[src/rtl/status_register_stack.sv]
// NZCV status register with per-flag write mask, LIFO save/restore stack and B.cond evaluation.
// Flags, stack and depth update one cycle after the request; cond_true is combinational from the registered flags. No backpressure.
module status_register_stack #(
    parameter int SREG_W      = 32,
    parameter int FLAG_LSB    = 28,
    parameter int STACK_DEPTH = 4,
    parameter int CNT_W       = $clog2(STACK_DEPTH + 1)
) (
    input  logic              clk,
    input  logic              reset,
    input  logic              negative_in,
    input  logic              zero_in,
    input  logic              carry_in,
    input  logic              overflow_in,
    input  logic              update_sreg,
    input  logic [3:0]        flag_mask,
    input  logic              push,
    input  logic              pop,
    input  logic [3:0]        cond,
    output logic              cond_true,
    output logic [SREG_W-1:0] sreg,
    output logic              negative_out,
    output logic              zero_out,
    output logic              carry_out,
    output logic              overflow_out,
    output logic [CNT_W-1:0]  depth,
    output logic              stack_full,
    output logic              stack_empty,
    output logic              stack_err
);
    localparam logic [CNT_W-1:0] FULL_CNT = CNT_W'(STACK_DEPTH);
    localparam logic [CNT_W-1:0] ONE_CNT  = CNT_W'(1);

    logic [3:0]       r_flags;
    logic [3:0]       r_stack [STACK_DEPTH];
    logic [CNT_W-1:0] r_depth;
    logic             r_err;

    logic [3:0]       w_mask;
    logic [3:0]       w_upd_flags;
    logic [3:0]       w_top;
    logic [3:0]       w_next_flags;
    logic             w_full;
    logic             w_empty;
    logic             w_both;
    logic             w_do_push;
    logic             w_do_pop;
    logic             w_err_set;
    logic             w_n;
    logic             w_z;
    logic             w_c;
    logic             w_v;

    assign w_mask      = flag_mask & {4{update_sreg}};
    assign w_upd_flags = (r_flags & ~w_mask)
                       | ({negative_in, zero_in, carry_in, overflow_in} & w_mask);
    assign w_full      = (r_depth == FULL_CNT);
    assign w_empty     = (r_depth == '0);
    assign w_both      = push & pop;
    assign w_do_push   = push & ~pop & ~w_full;
    assign w_do_pop    = pop & ~push & ~w_empty;
    assign w_err_set   = w_both | (push & w_full) | (pop & w_empty);

    // Entry depth-1 is the top of stack; selected by compare to keep index widths exact.
    always_comb begin
        w_top = '0;
        for (int i = 0; i < STACK_DEPTH; i++) begin
            if (r_depth == CNT_W'(i + 1)) begin
                w_top = r_stack[i];
            end
        end
    end

    // A successful pop wins over the ALU; a push/pop collision freezes the flags.
    always_comb begin
        w_next_flags = r_flags;
        if (w_do_pop) begin
            w_next_flags = w_top;
        end else if (!w_both) begin
            w_next_flags = w_upd_flags;
        end
    end

    always_ff @(posedge clk or negedge reset) begin
        if (!reset) begin
            r_flags <= '0;
            r_depth <= '0;
            r_err   <= 1'b0;
            for (int i = 0; i < STACK_DEPTH; i++) begin
                r_stack[i] <= '0;
            end
        end else begin
            r_flags <= w_next_flags;
            if (w_err_set) begin
                r_err <= 1'b1;
            end
            if (w_do_push) begin
                r_depth <= r_depth + ONE_CNT;
            end else if (w_do_pop) begin
                r_depth <= r_depth - ONE_CNT;
            end
            for (int i = 0; i < STACK_DEPTH; i++) begin
                if (w_do_push && (r_depth == CNT_W'(i))) begin
                    r_stack[i] <= r_flags;
                end
            end
        end
    end

    assign w_n = r_flags[3];
    assign w_z = r_flags[2];
    assign w_c = r_flags[1];
    assign w_v = r_flags[0];

    always_comb begin
        cond_true = 1'b1;
        case (cond)
            4'h0: cond_true = w_z;
            4'h1: cond_true = ~w_z;
            4'h2: cond_true = w_c;
            4'h3: cond_true = ~w_c;
            4'h4: cond_true = w_n;
            4'h5: cond_true = ~w_n;
            4'h6: cond_true = w_v;
            4'h7: cond_true = ~w_v;
            4'h8: cond_true = w_c & ~w_z;
            4'h9: cond_true = ~(w_c & ~w_z);
            4'hA: cond_true = (w_n == w_v);
            4'hB: cond_true = (w_n != w_v);
            4'hC: cond_true = ~w_z & (w_n == w_v);
            4'hD: cond_true = ~(~w_z & (w_n == w_v));
            default: cond_true = 1'b1;
        endcase
    end

    always_comb begin
        sreg = '0;
        sreg[FLAG_LSB +: 4] = r_flags;
    end

    assign negative_out = r_flags[3];
    assign zero_out     = r_flags[2];
    assign carry_out    = r_flags[1];
    assign overflow_out = r_flags[0];
    assign depth        = r_depth;
    assign stack_full   = w_full;
    assign stack_empty  = w_empty;
    assign stack_err    = r_err;
endmodule
[config.mk]
export PLATFORM = sky130hd
export DESIGN_NAME = status_register_stack
export DESIGN_NICKNAME = d
export VERILOG_FILES = /design/src/rtl/status_register_stack.sv
export SDC_FILE = /design/constraint.sdc
export NUM_CORES = 1
export LEC_CHECK = 0
export ABC_AREA = 0
export BUFFER_PORTS_ARGS = -buffer_cell sky130_fd_sc_hd__clkbuf_2
export CORE_ASPECT_RATIO = 1.75
export CORE_MARGIN = 2
export CORE_UTILIZATION = 51
export CTS_BUF_LIST = sky130_fd_sc_hd__clkbuf_16
export DETAILED_ROUTE_END_ITERATION = 10
export GPL_ROUTABILITY_DRIVEN = 0
export PLACE_DENSITY = 0.81
export SYNTH_ARGS = -nofsm -noshare
export SYNTH_HDL_FRONTEND = slang
export SYNTH_SLANG_ARGS = --single-unit
export TNS_END_PERCENT = 30
[constraint.sdc]
create_clock -name clk -period 2.35 [get_ports clk]
set_input_delay 0 -clock clk [delete_from_list [all_inputs] [get_ports clk]]
set_output_delay 0 -clock clk [all_outputs]
set_load 0.05 [all_outputs]
**Word level (Yosys, flattened, before mapping)**

Index checks and enable logic that the tools add are counted.

- Add/sub/neg operators: 2
- Equality and inequality tests: 20
- Multiplexer cells: 9
- Bitwise gates (word level): 26
- Reductions and logical operators: 7

Operator list:

| operator | count |
|---|---|
| $eq 4x4->1 const B | 6 |
| $mux 4 | 6 |
| $eq 4x3->1 const B | 4 |
| $pmux 1 s14 | 1 |
| $and 4x4->4 | 3 |
| $not 1->1 | 10 |
| $and 1x1->1 | 9 |
| $eq 4x2->1 const B | 2 |
| $eq 3x2->1 const B | 2 |
| $mux 3 | 2 |
| $eq 4x1->1 const B | 1 |
| $logic_and 1x1->1 | 4 |
| $logic_not 4->1 | 1 |
| $not 4->4 | 1 |
| $or 4x4->4 | 1 |
| $add 3x1->3 const B | 1 |
| $eq 3x1->1 const B | 1 |
| $eq 3x3->1 const B | 1 |
| $logic_not 3->1 | 1 |
| $sub 3x1->3 const B | 1 |
| $ne 2x1->1 const B | 1 |
| $or 1x1->1 | 2 |
| $reduce_bool 2->1 | 1 |
| $eq 1x1->1 | 1 |
| $ne 1x1->1 | 1 |

- Input bits: 17
- Register bits: 24
- Output and inout bits: 43

**Longest topological paths before layout**

Gate-level depths: netlist of the first run.

- Word-level depth: 6
- Gate-level depth with buffers: 8
- Mapped depth without buffers: 7

**Least setup slack after synthesis of the first run**

Ideal clock, no wire load.

- Path type: flip-flop to flip-flop
- From: register r_depth[1] (netlist: depth[1])
- To: register r_stack[1] (netlist bit)
- Data required time: 2.225 ns
- Data arrival time: 2.235 ns
- Path buffers: 0
- Setup slack: -0.010 ns
- Cell stages (with the launch flop): 6
- Period minus slack after synthesis: 2.360 ns
- Cell sequence: dfrtp_1 > inv_1 > ha_1 > and2_1 > nor3b_2 > mux2_2

- Word-level cells in the longest chain between the ends: 4
- Elaborated cells between the ends (all ways): 5
- Those cells by class: 2 x eq/ne; 2 x bitwise; 1 x reduce/logical

Ends and longest elaborated chain:

| element | line | text |
|---|---|---|
| start: declaration | 36 | `logic [CNT_W-1:0] r_depth;` |
| start signal: assignment | 98 | `r_depth <= r_depth + ONE_CNT;` |
| start signal: assignment | 100 | `r_depth <= r_depth - ONE_CNT;` |
| $eq 3x3->1 | 57 | `assign w_full = (r_depth == FULL_CNT);` |
| net stack_full | 27 | `output logic stack_full,` |
| $not 1->1 | 60 | `assign w_do_push = push & ~pop & ~w_full;` |
| $and 1x1->1 | 60 |  |
| $logic_and 1x1->1 | 103 | `if (w_do_push && (r_depth == CNT_W'(i))) begin` |
| end signal: indexed assignment | 104 | `r_stack[i] <= r_flags;` |
| end: declaration | 35 | `logic [3:0] r_stack [STACK_DEPTH];` |

The timed path passes the listed nets, and every way through them passes these cells.
A chain may end at the register's enable or synchronous reset.

**Worst setup path after layout of the first run**

- From: register r_depth[1] (netlist: depth[1])
- To: register r_stack[15] (netlist bit)

- Word-level cells in the longest chain between the ends: 4
- Elaborated cells between the ends (all ways): 5
- Those cells by class: 1 x eq/ne; 2 x bitwise; 2 x reduce/logical

Ends and longest elaborated chain:

| element | line |
|---|---|
| $eq 3x3->1 | 57 |
| $not 1->1 | 60 |
| $and 1x1->1 | 60 |
| $logic_and 1x1->1 * | 103 |

Every way passes the cells marked *; elsewhere a longest branch is shown, timed or not.

==> results of run 1 <==
how the worst max path moves through the flow:
stage	startpoint	endpoint	slack [ps]
final	depth[1]	r_stack[15]	270
after global routing	depth[0]	flop	110
after CTS	depth[1]	r_stack[14]	300
after detailed placement	depth[0]	r_stack[2]	350
after global placement	depth[1]	r_stack[2]	430
after floorplan	depth[0]	r_stack[1]	40
layer usage:
layer	track usage [%]	wire length, um	up-vias
met5	0	0	-
li1	-	-	695
met2	35.6	1940	66
met3	2.16	180	11
met4	10.0	107	0
met1	22.3	1510	686
cells by family (layout without fill, tap and decap cells):
family / after synthesis / count (layout)
multiplexers: 17 / 17
flip-flops: 24 / 24
other: 1 / 28
AO/OA/AOI/OAI: 51 / 51
XOR/XNOR: 3 / 3
buffers and inverters: 51 / 47
AND/OR/NAND/NOR: 52 / 52
adder cells (fa/ha/maj): 6 / 6
stage by stage:
step | area [um^2] | power [W]
after global placement | 1830 | 0.00226
after global routing | 1950 | 0.00295
after CTS | 1950 | 0.00278
after detailed placement | 1830 | 0.00229
after floorplan | 1910 | 0.00206
final | 1950 | 0.00279
layout make-up:
class	instances	area (um^2)
fill	315	1450
multi-input combinational	157	972
sequential	24	602
timing repair buffer	34	180
clock buffer	3	75.1
tap	45	56.3
inverter	9	33.8
clock inverter	1	30.0
report_power, final:
part | switching [W] | total (W) | leakage (nW) | internal [W]
Combinational | 0.00101 | 0.00146 | 0.585 | 0.000446
Sequential | 0.000232 | 0.000842 | 0.286 | 0.000609
Clock | 0.000149 | 0.000488 | 0.0511 | 0.000339
Total | 0.00139 | 0.00279 | 0.922 | 0.00139
cell usage in the layout, fill, tap and decap left out, types with 2 or more instances in the layout:
cell	n
a211oi_1	3
a21boi_0	2
a21oi_1	19
and2_1	2
buf_4	2
clkbuf_16	3
clkbuf_2	31
conb_1	28
dfrtp_1	23
ha_1	6
inv_1	9
mux2_2	12
mux2i_1	5
nand2_1	22
nand2b_1	4
nand3_1	4
nor2_1	5
nor2b_1	3
nor3b_1	3
nor3b_2	3
o211ai_1	2
o21ai_0	16
o21ai_1	3
o41ai_1	2
xnor2_1	2
worst max-delay path, stage by stage (launching register included):
cell	delay (ps)
dfrtp_2	450
inv_1	160
ha_1	450
nand2b_1	180
nor2_1	340
mux2_2	380
==> flow_summary_export.csv, run 1 <==
group,metric,value,unit
cells_and_area,final_core_util,57.4,%
worst_setup_path,end_kind,"flop",
detailed_routing,drtAntennaViolNets,0,
cells_and_area,layout.nets,252,
timing,rsz0062_at_grt,"no",
cells_and_area,syn2layout_area_growth,7.89,%
placed_design,place_hpwl,2750,um
logic_synthesis,syn_area,1810,um^2
placed_design,preCtsSetupSlack,347,ps
worst_setup_path,r2r_start,"depth[1]",
worst_setup_path,start_kind,"flop",
detailed_routing,wl,3740,um
timing,drv_slew,0,
logic_synthesis,synth-xor-area-share,1.45,%
logic_synthesis,synth_compound_area_share,16.2,%
floorplan,die_y,82.7,um
hold_path,holdPathStages,3,
cells_and_area,drive_above_1_share,23.7,%
logic_synthesis,synth_top_family_by_area,"buffers and inverters",
grt,grt-ovfl-total,0,
clock_tree,clock-root-buffer,"clkbuf_16",
placed_design,portBuffers,31,
timing,period_needed,2080,ps
flow_run,max_cap_violations,0,
logic_synthesis,synthTopCellsByCount,"buf_4, dfrtp_1, nand2_1",
timing,clock-skew-final,4.30,ps
clock_tree,cts_setup_buffers,0,
worst_setup_path,timing.rr.end,"r_stack[15]",
timing,setup_viol,0,
logic_synthesis,synth.most_common_cell,"buf_4",
hold_path,holdCritStartpoint,"carry_in",
grt,grt_pass1_wl,6120,um
grt,antenna_found_initial,0,
worst_setup_path,rr_worst_depth,5,
floorplan,die-area,4050,um^2
logic_synthesis,synth_edf_count,0,
detailed_routing,drc_errors,0,
logic_synthesis,ys.flop_type,"dfrtp_1",
logic_synthesis,synth.avg_cell_area,8.81,um^2
detailed_routing,vias_per_cell,5.34,
logic_synthesis,ys_seq_area_share,33.2,%
floorplan,rows,28,
clock_tree,cts.reportedPaths.clkPinSlew,60,ps
hold_path,min_path_type,"in -> reg",
detailed_routing,via_count,1458,
worst_setup_path,critPathKind,"reg -> reg",
logic_synthesis,yosys.area.top_type_share,33.2,%
logic_synthesis,synth_fa_ha_area_share,4.16,%
logic_synthesis,yosysTopAreaCell,"dfrtp_1",
floorplan,start_util,53.2,%
clock_tree,holdBufCountCts,1,
logic_synthesis,ys_warn_count,0,
logic_synthesis,synth_cells,205,
cells_and_area,insertedDiodeCount,0,
clock_tree,cts_made_buffers,3,
timing,worst_pin_slew,614,ps
logic_synthesis,ys_top_cells_by_area,"dfrtp_1, buf_4, mux2_2",
grt,grt_max_degree,25,
worst_setup_path,critPathRequiredTime,2490,ps
timing,setup_tns,0,ps
floorplan,pin_count,60,
worst_setup_path,cp_max_fo,14,
timing,relSlewSlack,58.7,%
detailed_routing,dr.pass1.iters,4,
clock_tree,cts_tree,"done",
detailed_routing,drtIter0Drc,73,
placed_design,dp.cells,268,
power,power_leakage,0.922,nW
power,peakVddDrop,0.860,mV
worst_setup_path,r2r_setup_slack,270,ps
grt,grt_use_total,19.4,%
logic_synthesis,async_flop_share,100,%
worst_setup_path,arrival,2220,ps
logic_synthesis,synth_cell_types,37,
timing,fin_ws,268,ps
cells_and_area,fin_cells,273,
clock_tree,ctsResizeCount,0,
floorplan,coreArea,3400,um^2
timing,holdWs,48.0,ps
timing,final_hold_viol_count,0,
status,status,"completed",
timing,post-route-period-util,88.6,%
power,p_per_area,1430,nW/um^2
logic_synthesis,ys_seq_elements,24,
clock_tree,clock_path_buffers,2,
clock_tree,clk-insertion-delay-late,260,ps
grt,grt_pass1_vias,1358,
clock_tree,htreeDepth,1,
detailed_routing,wl_per_cell,13.7,um
logic_synthesis,synth-simple-area-share,15.9,%
logic_synthesis,muxShareOfSynthArea,10.2,%
timing,fmax,0.480,GHz
floorplan,die_w,49.0,um
clock_tree,cts.sink_count,24,
Power figures use the tool's default switching activity.
==> inputs of run 2 (changes only) <==
- RECOVER_POWER: unset -> 25
==> flow_summary_export.csv, run 2 (synthesis results as in run 1) <==
group,metric,value,unit
floorplan,coreArea,3400,um^2
power,p_seq_share,30.2,%
placed_design,place_hpwl,2750,um
worst_setup_path,crit_chain,"inv_1, ha_1, nand2b_1, nor2_1, mux2_2",
cells_and_area,seq_area,602,um^2
status,status,"completed",
cells_and_area,insertedDiodeCount,0,
cells_and_area,fillCellCount,315,
detailed_routing,wl_per_cell,13.6,um
worst_setup_path,arrival,2240,ps
grt,grt_use_total,19.4,%
timing,fmax,0.477,GHz
worst_setup_path,cp_num_buf_inv,1,
power,power_leakage,0.919,nW
cells_and_area,multi_input_area,972,um^2
power,p_int,0.00139,W
detailed_routing,wl,3720,um
power,p_clk_share,17.5,%
grt,grt_pass1_vias,1358,
worst_setup_path,critPathRequiredTime,2490,ps
cells_and_area,layout.nets,252,
worst_setup_path,end_kind,"flop",
grt,grt_max_degree,25,
timing,relSlewSlack,14.6,%
grt,antenna_found_initial,0,
worst_setup_path,critPathKind,"reg -> reg",
detailed_routing,vias_per_cell,5.36,
floorplan,die-area,4050,um^2
floorplan,die_y,82.7,um
worst_setup_path,crit_slowest_cell,"ha_1",
clock_tree,clock_path_buffers,2,
hold_path,min_path_type,"in -> reg",
clock_tree,cts_tree,"done",
timing,setup_viol,0,
timing,final_hold_viol_count,0,
cells_and_area,drive_above_1_share,23.2,%
clock_tree,cts.reportedPaths.clkPinSlew,60,ps
timing,clock-skew-final,3.74,ps
timing,rsz0062_at_grt,"no",
power,swShare,49.9,%
power,comb_power_share,52.4,%
floorplan,pin_count,60,
timing,post-route-period-util,89.1,%
worst_setup_path,slowest_delay,460,ps
cells_and_area,syn2layout_area_growth,7.83,%
worst_setup_path,start_kind,"flop",
worst_setup_path,crit_family,"simple AND/OR/NAND/NOR gates",
power,peakVddDrop,0.863,mV
grt,grt_pass1_wl,6120,um
cells_and_area,layout_common_cells,"clkbuf_2, conb_1, dfrtp_1, nand2_1, a21oi_1",
clock_tree,clk-insertion-delay-late,260,ps
timing,period_needed,2090,ps
clock_tree,cts_made_buffers,3,
timing,setup_tns,0,ps
power,power.total,0.00278,W
grt,grt-ovfl-total,0,
detailed_routing,drc_errors,0,
detailed_routing,dr.pass1.iters,4,
detailed_routing,drtIter0Drc,42,
detailed_routing,drtAntennaViolNets,0,
power,power.switching,0.00139,W
clock_tree,clock-root-buffer,"clkbuf_16",
floorplan,start_util,53.2,%
timing,drv_slew,0,
worst_setup_path,cp_max_fo,14,
floorplan,rows,28,
clock_tree,cts_setup_buffers,0,
floorplan,die_w,49.0,um
power,p_per_area,1430,nW/um^2
clock_tree,cts.sink_count,24,
cells_and_area,final_common_cell,"clkbuf_2",
placed_design,portBuffers,31,
timing,worst_pin_slew,1280,ps
timing,holdWs,49.5,ps
clock_tree,htreeDepth,1,
flow_run,max_cap_violations,0,
detailed_routing,via_count,1462,
==> run 2: layer usage <==
metal,part of all wire [%],track usage [%]
met4,2.9,10.0
met3,4.5,2.16
met2,52,35.6
met1,40,22.3
met5,0,0
==> run 2: final timing paths <==
check	start	end	slack [ps]	depth (start not counted)
max in group asynchronous	reset	depth[1]	970	2
min	carry_in	flop	50	3
max	depth[1]	r_stack[15]	260	5
min reg2reg	stack_err	stack_err	480	2
min in group asynchronous	reset	r_stack[6]	540	2
max reg2reg	depth[1]	r_stack[15]	260	5
==> run 2: layout make-up <==
class / count / share of cell area (%)
Clock buffer: 3 / 3.85
Clock inverter: 1 / 1.54
Inverter: 9 / 1.73
Multi-Input combinational cell: 157 / 49.9
Sequential cell: 24 / 30.9
Tap cell: 45 / 2.89
Timing Repair Buffer: 34 / 9.18
==> run 2: stage by stage <==
step	cell area, um^2	std cells	utilization (%)	setup WS, ps
3_5_place_dp	1830	268	54.0	347
3_3_place_gp	1830	268	54.0	428
5_1_grt	1950	273	57.3	111
6_report	1950	273	57.3	255
2_1_floorplan	1910	232	-	44.0
4_1_cts	1950	273	57.4	300
==> run 2: power by group through the flow <==
| stage | Clock, W | Combinational, W | Sequential, W |
|---|---|---|---|
| 3_5_place_dp | 0 | 0.00144 | 0.000847 |
| 2_1_floorplan | 0 | 0.00111 | 0.000952 |
| 4_1_cts | 0.000487 | 0.00146 | 0.000837 |
| 5_1_grt | 0.000501 | 0.00157 | 0.000874 |
| 6_report | 0.000487 | 0.00146 | 0.000839 |
| 3_3_place_gp | 0 | 0.00142 | 0.000838 |
==> run 2: worst register-to-register path: stages, from the launching register on <==
cell,delay (ps)
dfrtp_2,450
inv_1,160
ha_1,460
nand2b_1,180
nor2_1,340
mux2_2,380
==> run 2: timing repair <==
| action | CTS | global route |
|---|---|---|
| resized for setup | 0 | 0 |
| endpoints found under the hold margin | 24 | 0 |
| hold buffers | 1 | 0 |
==> inputs of run 3 (changes only) <==
- RECOVER_POWER: 25 -> 50
==> flow_summary_export.csv, run 3 (synthesis results as in run 1) <==
group,metric,value,unit
cells_and_area,fillCellCount,320,
power,comb_power_share,52.1,%
cells_and_area,design_area,1940,um^2
clock_tree,htreeDepth,1,
timing,final_hold_viol_count,0,
placed_design,preCtsSetupSlack,347,ps
cells_and_area,insertedDiodeCount,0,
clock_tree,clock_path_buffers,2,
placed_design,placed_area,1830,um^2
power,peakVddDrop,0.859,mV
power,p_clk_share,17.6,%
timing,fin_ws,280,ps
detailed_routing,dr.pass1.iters,4,
cells_and_area,syn2layout_area_growth,7.34,%
grt,grt_pass1_vias,1358,
clock_tree,cts_setup_buffers,0,
detailed_routing,wl,3720,um
timing,post-route-period-util,88.1,%
power,p_int,0.00138,W
worst_setup_path,crit_slowest_cell,"ha_1",
floorplan,pin_count,60,
clock_tree,cts.reportedPaths.clkPinSlew,60,ps
detailed_routing,vias_per_cell,5.33,
floorplan,die-area,4050,um^2
power,power_leakage,0.898,nW
timing,fmax,0.483,GHz
timing,setup_tns,0,ps
clock_tree,ctsResizeCount,0,
clock_tree,clk-insertion-delay-late,260,ps
flow_run,max_cap_violations,0,
timing,drv_slew,0,
timing,holdWs,49.3,ps
grt,grt_pass1_wl,6120,um
detailed_routing,drc_errors,0,
grt,grt_use_total,19.4,%
cells_and_area,fin_cells,273,
worst_setup_path,arrival,2210,ps
worst_setup_path,end_kind,"flop",
worst_setup_path,crit_family,"simple AND/OR/NAND/NOR gates",
cells_and_area,seq_area,602,um^2
floorplan,start_util,53.2,%
floorplan,coreArea,3400,um^2
grt,grt-ovfl-total,0,
cells_and_area,multi_input_area,972,um^2
worst_setup_path,crit_chain,"inv_1, ha_1, nand2b_1, nor2_1, mux2_2",
placed_design,dp.cells,268,
floorplan,die_w,49.0,um
worst_setup_path,slowest_delay,460,ps
timing,worst_pin_slew,1280,ps
grt,antenna_found_initial,0,
detailed_routing,wl_per_cell,13.6,um
detailed_routing,drtIter0Drc,42,
timing,setup_viol,0,
cells_and_area,layout.nets,252,
worst_setup_path,critPathRequiredTime,2490,ps
cells_and_area,drive_above_1_share,20.2,%
clock_tree,holdBufCountCts,1,
power,swShare,50.1,%
status,status,"completed",
floorplan,rows,28,
hold_path,min_path_type,"in -> reg",
timing,period_needed,2070,ps
timing,rsz0062_at_grt,"no",
clock_tree,cts_made_buffers,3,
power,power.switching,0.00139,W
detailed_routing,drtAntennaViolNets,0,
clock_tree,clock-root-buffer,"clkbuf_16",
clock_tree,cts.sink_count,24,
placed_design,portBuffers,31,
worst_setup_path,cp_num_buf_inv,1,
worst_setup_path,cp_max_fo,14,
timing,clock-skew-final,3.71,ps
power,p_per_area,1430,nW/um^2
cells_and_area,final_common_cell,"conb_1",
worst_setup_path,start_kind,"flop",
worst_setup_path,critPathKind,"reg -> reg",
floorplan,die_y,82.7,um
placed_design,place_hpwl,2750,um
detailed_routing,via_count,1455,
timing,relSlewSlack,14.8,%
power,p_seq_share,30.3,%
grt,grt_max_degree,25,
cells_and_area,layout_common_cells,"conb_1, dfrtp_1, clkbuf_2, nand2_1, a21oi_1",
clock_tree,cts_tree,"done",
## run 3: cell counts in the layout (fill, tap and decap cells not counted)
Identical to the previous run, type by type.
## run 3: power by group through the flow
| stage | Combinational [W] | Sequential (W) | Clock (W) |
|---|---|---|---|
| final | 0.00144 | 0.000840 | 0.000487 |
| after global routing | 0.00156 | 0.000873 | 0.000501 |
| after CTS | 0.00146 | 0.000837 | 0.000487 |
| after detailed placement | 0.00144 | 0.000847 | 0 |
| after global placement | 0.00142 | 0.000838 | 0 |
| after floorplan | 0.00111 | 0.000952 | 0 |
## run 3: worst paths after layout
| check | start | end | cells after the start | slack, ps |
|---|---|---|---|---|
| min in group asynchronous | reset | r_stack[6] | 2 | 540 |
| hold reg to reg | stack_err | stack_err | 2 | 480 |
| max in group asynchronous | reset | depth[1] | 2 | 970 |
| setup / recovery | depth[1] | r_stack[15] | 5 | 280 |
| setup reg to reg | depth[1] | r_stack[15] | 5 | 280 |
| hold / removal | carry_in | flop | 3 | 50 |
## run 3: metal layers
layer	global-route usage [%]	up-vias	routed length (um)
met5	0	-	0
met4	10.0	0	109
met3	2.16	11	165
met2	35.6	57	1950
met1	22.3	693	1500
li1	-	694	-
## run 3: layout make-up
class,count,share of cell area [%]
clock buffers,3,3.87
clock inverters,1,1.55
inverters,9,1.74
multi-input cells,157,50.1
flip-flops and latches,24,31.0
well taps,45,2.90
repair buffers,34,8.77
## run 3: worst reg2reg max path, cell delays in order (launching register included)
cell	delay, ps
dfrtp_2	450
inv_1	160
ha_1	460
nand2b_1	180
nor2_1	330
mux2_2	380
## run 3: through the flow
step / util [%] / total power [W]
after floorplan: - / 0.00206
after global placement: 54.0 / 0.00226
after detailed placement: 54.0 / 0.00229
after CTS: 57.4 / 0.00278
after global routing: 57.1 / 0.00293
final: 57.1 / 0.00277
